**src/rtl/seq_detector_prog.sv**
```systemverilog
// seq_detector_prog: run-time programmable serial pattern detector with overlap mode and saturating match counter
module seq_detector_prog #(
  parameter int                 MAX_LEN     = 8,
  parameter int                 LEN_W       = $clog2(MAX_LEN + 1),
  parameter int                 CNT_W       = 8,
  parameter logic [MAX_LEN-1:0] DEF_PATTERN = MAX_LEN'('b0111),
  parameter int                 DEF_LEN     = 4,
  parameter logic               DEF_OVERLAP = 1'b0
) (
  input  logic               clk,
  input  logic               reset,
  input  logic               d,
  input  logic               en,
  input  logic               cfg_load,
  input  logic [MAX_LEN-1:0] cfg_pattern,
  input  logic [LEN_W-1:0]   cfg_len,
  input  logic               cfg_overlap,
  input  logic               cnt_clr,
  output logic               y,
  output logic [CNT_W-1:0]   match_cnt,
  output logic               cfg_err
);
  logic [MAX_LEN-1:0] pat_q, pat_d, hist_q, hist_d, win, mask;
  logic [LEN_W-1:0]   len_q, len_d, fill_q, fill_d;
  logic [CNT_W-1:0]   cnt_q, cnt_d;
  logic               ovl_q, ovl_d, err_q, err_d, shift;
  always_comb begin
    win    = {hist_q[MAX_LEN-2:0], d};
    mask   = ~({MAX_LEN{1'b1}} << len_q);
    // fill+1 >= len rather than fill >= len-1 so len=0 cannot wrap
    y      = en & ~cfg_load & ~err_q & ~reset
           & ((LEN_W+1)'(fill_q) + 1'b1 >= (LEN_W+1)'(len_q))
           & ~|((win ^ pat_q) & mask);
    shift  = en & ~cfg_load & ~err_q;
    hist_d = shift ? win : hist_q;
    fill_d = cfg_load | (shift & y & ~ovl_q) ? '0
           : shift & (fill_q != LEN_W'(MAX_LEN)) ? fill_q + 1'b1 : fill_q;
    pat_d  = cfg_load ? cfg_pattern : pat_q;
    len_d  = cfg_load ? cfg_len : len_q;
    ovl_d  = cfg_load ? cfg_overlap : ovl_q;
    err_d  = cfg_load ? (cfg_len == '0) | (cfg_len > LEN_W'(MAX_LEN)) : err_q;
    cnt_d  = cnt_clr ? '0 : (y & ~&cnt_q) ? cnt_q + 1'b1 : cnt_q;
  end
  always_ff @(posedge clk) begin
    if (reset) begin
      pat_q  <= DEF_PATTERN;
      len_q  <= LEN_W'(DEF_LEN);
      ovl_q  <= DEF_OVERLAP;
      hist_q <= '0;
      fill_q <= '0;
      cnt_q  <= '0;
      err_q  <= 1'b0;
    end else begin
      pat_q  <= pat_d;
      len_q  <= len_d;
      ovl_q  <= ovl_d;
      hist_q <= hist_d;
      fill_q <= fill_d;
      cnt_q  <= cnt_d;
      err_q  <= err_d;
    end
  end
  assign match_cnt = cnt_q;
  assign cfg_err   = err_q;
endmodule

```
**config.mk**
```make
export PLATFORM = sky130hd
export DESIGN_NAME = seq_detector_prog
export DESIGN_NICKNAME = d
export VERILOG_FILES = /design/src/rtl/seq_detector_prog.sv
export SDC_FILE = /design/constraint.sdc
export NUM_CORES = 1
export LEC_CHECK = 0
export ABC_AREA = 0
export CORE_MARGIN = 2
export CORE_UTILIZATION = 47
export DETAILED_ROUTE_END_ITERATION = 8
export GPL_TIMING_DRIVEN = 0
export PLACE_DENSITY = 0.75
export RECOVER_POWER = 100
export SETUP_SLACK_MARGIN = 0.1
export SYNTH_ARGS = -nofsm -noshare
export SYNTH_HDL_FRONTEND = slang
export SYNTH_SLANG_ARGS = --single-unit
export TNS_END_PERCENT = 20
```
**constraint.sdc**
```tcl
create_clock -name clk -period 2.2 [get_ports clk]
set_clock_uncertainty 0.1 [all_clocks]
set_input_delay 0.33 -clock clk [delete_from_list [all_inputs] [get_ports clk]]
set_output_delay 0.33 -clock clk [all_outputs]
set_load 0.02 [all_outputs]
```
==> impl_results.rst <==
.. list-table::
   :header-rows: 1

   * - Metric
     - Value
   * - Port-buffer cells
     - 28
   * - Crit Path Category
     - reg2out
   * - Sequential fraction of design power
     - 0.534
   * - Source-to-sink clock delay at the later pin of the worst-skew pair
     - about 350 ps
   * - Antenna violations before repair
     - 0
   * - Area growth from synthesis to final layout
     - 42.1%
   * - Clk network pwr share
     - 0.294
   * - Ratio of total power to cell area
     - 489 nW/µm²
   * - Worst relative slew slack
     - 0.559
   * - Diodes inserted
     - 0
   * - Flip-flop and latch area
     - around 670 µm²
   * - Overall overflow remaining after global route
     - 0
   * - Number of setup violations in the final report
     - 2
   * - Yosys warns
     - 0
   * - Fraction of power spent switching nets
     - 0.301
   * - Post-Synthesis Cells
     - 194
   * - Hold Crit Start
     - hist_q[6]$_SDFFE_PP0P_
   * - Vias after detailed routing
     - roughly 1,600
   * - DP Cell Count
     - between 200 and 300
   * - Worst Max-Slew Pin Slew
     - around 660 ps
   * - Buffer type at the clock tree root
     - sky130_fd_sc_hd__clkbuf_4
   * - Top cell type by total area after synthesis
     - sky130_fd_sc_hd__dfxtp_1
   * - Top area cells in the synthesized netlist
     - sky130_fd_sc_hd__dfxtp_1 (39%), sky130_fd_sc_hd__mux2i_1 (9.9%), sky130_fd_sc_hd__nand2_1 (5.7%), sky130_fd_sc_hd__ha_1 (5.1%), sky130_fd_sc_hd__xnor2_1 (4.6%)
   * - Cts bufs inserted
     - 5
   * - Setup WS pre-CTS
     - -700 ps
   * - DR iter-0 viols
     - 90
   * - TritonCTS sink count
     - 33
   * - Clock tree from TritonCTS
     - yes
   * - Setup crit start
     - fill_q[0]$_SDFFE_PP0P_
   * - RSZ-0062 raised after global routing
     - true
   * - Area used by multi-input combinational logic
     - 1200 µm²
   * - Hold Vio Cnt, Final
     - 0
   * - Most used flip-flop cell after synthesis
     - sky130_fd_sc_hd__dfxtp_1
   * - Area share of the largest cell type after synthesis
     - 0.386
   * - Synthesized net count
     - 220
   * - Critical path arrival
     - ~1900 ps
   * - Initial cell density of the core
     - 0.501
   * - Seq/Total Area, Yosys
     - 0.386
   * - Detailed-placement wirelength estimate
     - 2.83 mm
   * - Syn Area/Cell
     - around 9 µm²
   * - Number of primary I/O pins
     - 29
   * - First-pass GRT wire length
     - around 7 mm
   * - P_sw
     - 0.000358 W
   * - Worst ir drop on vdd
     - between 0.3 and 0.4 mV
   * - Die extent in x
     - approximately 64 µm
   * - Global router's overall resource usage
     - 0.221
   * - Setup WS post-layout
     - -147 ps
   * - Startpoint Class
     - register
   * - GPL Wtd Cong
     - 0.807
   * - Number of standard-cell rows in the floorplan
     - 21
   * - Clock transition time at the flip-flop clock pins of the worst setup and hold paths
     - roughly 110 ps
   * - Combinational group share of total power
     - 0.173
   * - Core Region
     - 3420 µm²
   * - Critical path data required time
     - roughly 1800 ps
   * - Share of post-route cells with drive strength above 1
     - 0.250
   * - Die H
     - around 64 µm
   * - Kind of path behind the tightest hold check
     - reg2reg
   * - Outcome
     - complete, but fails checks
   * - Worst reg2reg path startpoint
     - fill_q[0]$_SDFFE_PP0P_
   * - Post-synthesis sequential element count
     - 33
   * - Average detailed-routed wire length per instance
     - approximately 15 µm
   * - Maximum fanout count along the critical path
     - 3
   * - Clock H-tree levels
     - 2
   * - Vias in the first global route
     - about 1,500
   * - Nature of the critical path endpoint
     - output pin
   * - ANT nets after route
     - 0
   * - Count of unique library cells instantiated by Yosys
     - 40
   * - Final slew viol count
     - 0
   * - Max-cap violations
     - 0
   * - Number of nets in the layout
     - about 270
   * - Leakage power figure
     - 0.913 nW
   * - Async SR Flop Fraction
     - 0
   * - Smallest hold slack
     - 383 ps
   * - Max Clock Freq
     - about 430 MHz
   * - Number of buffers on the longest clock path
     - 2
   * - Total Power Consumption
     - about 0.0012 W
   * - Die outline area
     - roughly 4100 µm²
   * - Residual DRC
     - 0
   * - Total internal power
     - 0.000832 W
   * - Fill cell instance count of the final layout
     - around 280
   * - Violations in the final reports
     - setup timing
   * - Wire length after detailed routing
     - between 4 and 5 mm
   * - Final critical path time including I/O delays and setup
     - ~2300 ps
   * - Length of the first detailed-routing pass in iterations
     - 4
   * - Share of the clock period used by the worst path after layout
     - 1.07
   * - Layout Cells excl Fill
     - 290
   * - Synthesized cell area
     - 1710 µm²
   * - Post-synth EDFFs
     - 0
   * - Per-cell via count in the routed design
     - between 5 and 6
   * - Largest net degree at the start of global routing
     - 12
## logic make-up (layout without fill, tap and decap cells)
family | Yosys count | in the layout | share of synthesized area
simple gates | 76 | 76 | 0.229
compound gates | 36 | 36 | 0.145
flops | 33 | 33 | 0.386
mux | 17 | 17 | 0.0993
buf+inv | 13 | 63 | 0.0285
xor+xnor | 12 | 12 | 0.0614
fa+ha+maj | 7 | 7 | 0.0511
## area by class of cell
cell class,count,share of cell area
plain buffers,6,0.00925
clock buffers,5,0.0154
clock inverters,3,0.00719
inverters,7,0.0118
multi-input cells,148,0.494
flip-flops and latches,33,0.275
well taps,46,0.0236
repair buffers,42,0.163
## worst max-delay path, stage by stage, from the launching register on
cell and delay [ps]:
sky130_fd_sc_hd__dfxtp_4 390, sky130_fd_sc_hd__ha_4 170, sky130_fd_sc_hd__xor2_1 140, sky130_fd_sc_hd__ha_2 330, sky130_fd_sc_hd__o21ai_2 70, sky130_fd_sc_hd__o21ai_2 180
sky130_fd_sc_hd__nand3_2 110, sky130_fd_sc_hd__inv_2 80, sky130_fd_sc_hd__buf_6 110
## cells in the mapped netlist (all sizes together) (2+ instances only)
cell	number
a211oi	4
a21o	2
a21oi	11
a31oi	2
and2	2
and3	5
clkbuf	5
dfxtp	33
ha	7
inv	7
mux2i	17
nand2	26
nand3	4
nand4	4
nor2	11
nor3	2
nor4	11
o21a	2
o21ai	5
o41ai	2
or3	4
xnor2	9
xor2	3
## power groups by stage
stage	clock, W	combinational (W)	sequential, W
after floorplan	0	0.000101	0.000644
after global placement	0	0.000162	0.000647
after detailed placement	0	0.000163	0.000647
after CTS	0.000347	0.000184	0.000633
after global routing	0.000379	0.000224	0.000638
final	0.000349	0.000205	0.000635
## flip-flops by register name, indices dropped and copies added (netlist names)
register and flops:
fill_q 4, len_q 4, match_cnt 8, cfg_err 1, hist_q 7, ovl_q 1
pat_q 8
## per-stage QoR
step | instance area, µm² | utilization | setup TNS [ps]
after floorplan | 1710 | - | 0
after global placement | 2050 | 0.600 | -4310
after detailed placement | 2050 | 0.600 | -3740
after CTS | 2330 | 0.683 | -267
after global routing | 2430 | 0.713 | -496
final | 2430 | 0.713 | -261
## layout by cell type, fill, tap and decap left out, drive strengths merged, types with 2 or more instances in the layout
master and n:
a211oi 4, a21o 2, a21oi 11, a31oi 2
and2 2, and3 5, buf 15, clkbuf 11
clkdlybuf4s50 17, clkinv 2, dfxtp 33, dlygate4sd3 10
ha 7, inv 7, mux2i 17, nand2 26
nand3 4, nand4 4, nor2 11, nor3 2
nor4 11, o21a 2, o21ai 5, o41ai 2
or3 4, xnor2 9, xor2 3
## worst paths after layout
path / to / slack, ps / depth (start not counted)
worst max register to register: match_cnt[6]$_SDFFE_PP0P_ / -110 / 11
worst min-delay path: hist_q[6]$_SDFFE_PP0P_ / 380 / 2
worst min register to register: hist_q[6]$_SDFFE_PP0P_ / 380 / 2
worst max-delay path: y / -150 / 8
## metal layers
layer / vias to the layer above / wire (µm) / track usage
met5: - / 0 / 0
met4: 0 / 53 / 0.0878
met3: 7 / 173 / 0.0475
met2: 37 / 2130 / 0.355
met1: 750 / 2000 / 0.287
li1: 810 / - / -
## what timing repair did
| action | in CTS | in global routing |
|---|---|---|
| resized for setup | 32 | 21 |
| setup endpoints to repair | 13 | 16 |
| cloned | 0 | 0 |
| hold buffers | 0 | 0 |
| setup buffers | 14 | 3 |
| pin swaps | 6 | 9 |
Note: power is estimated with default switching activity, not from simulation.
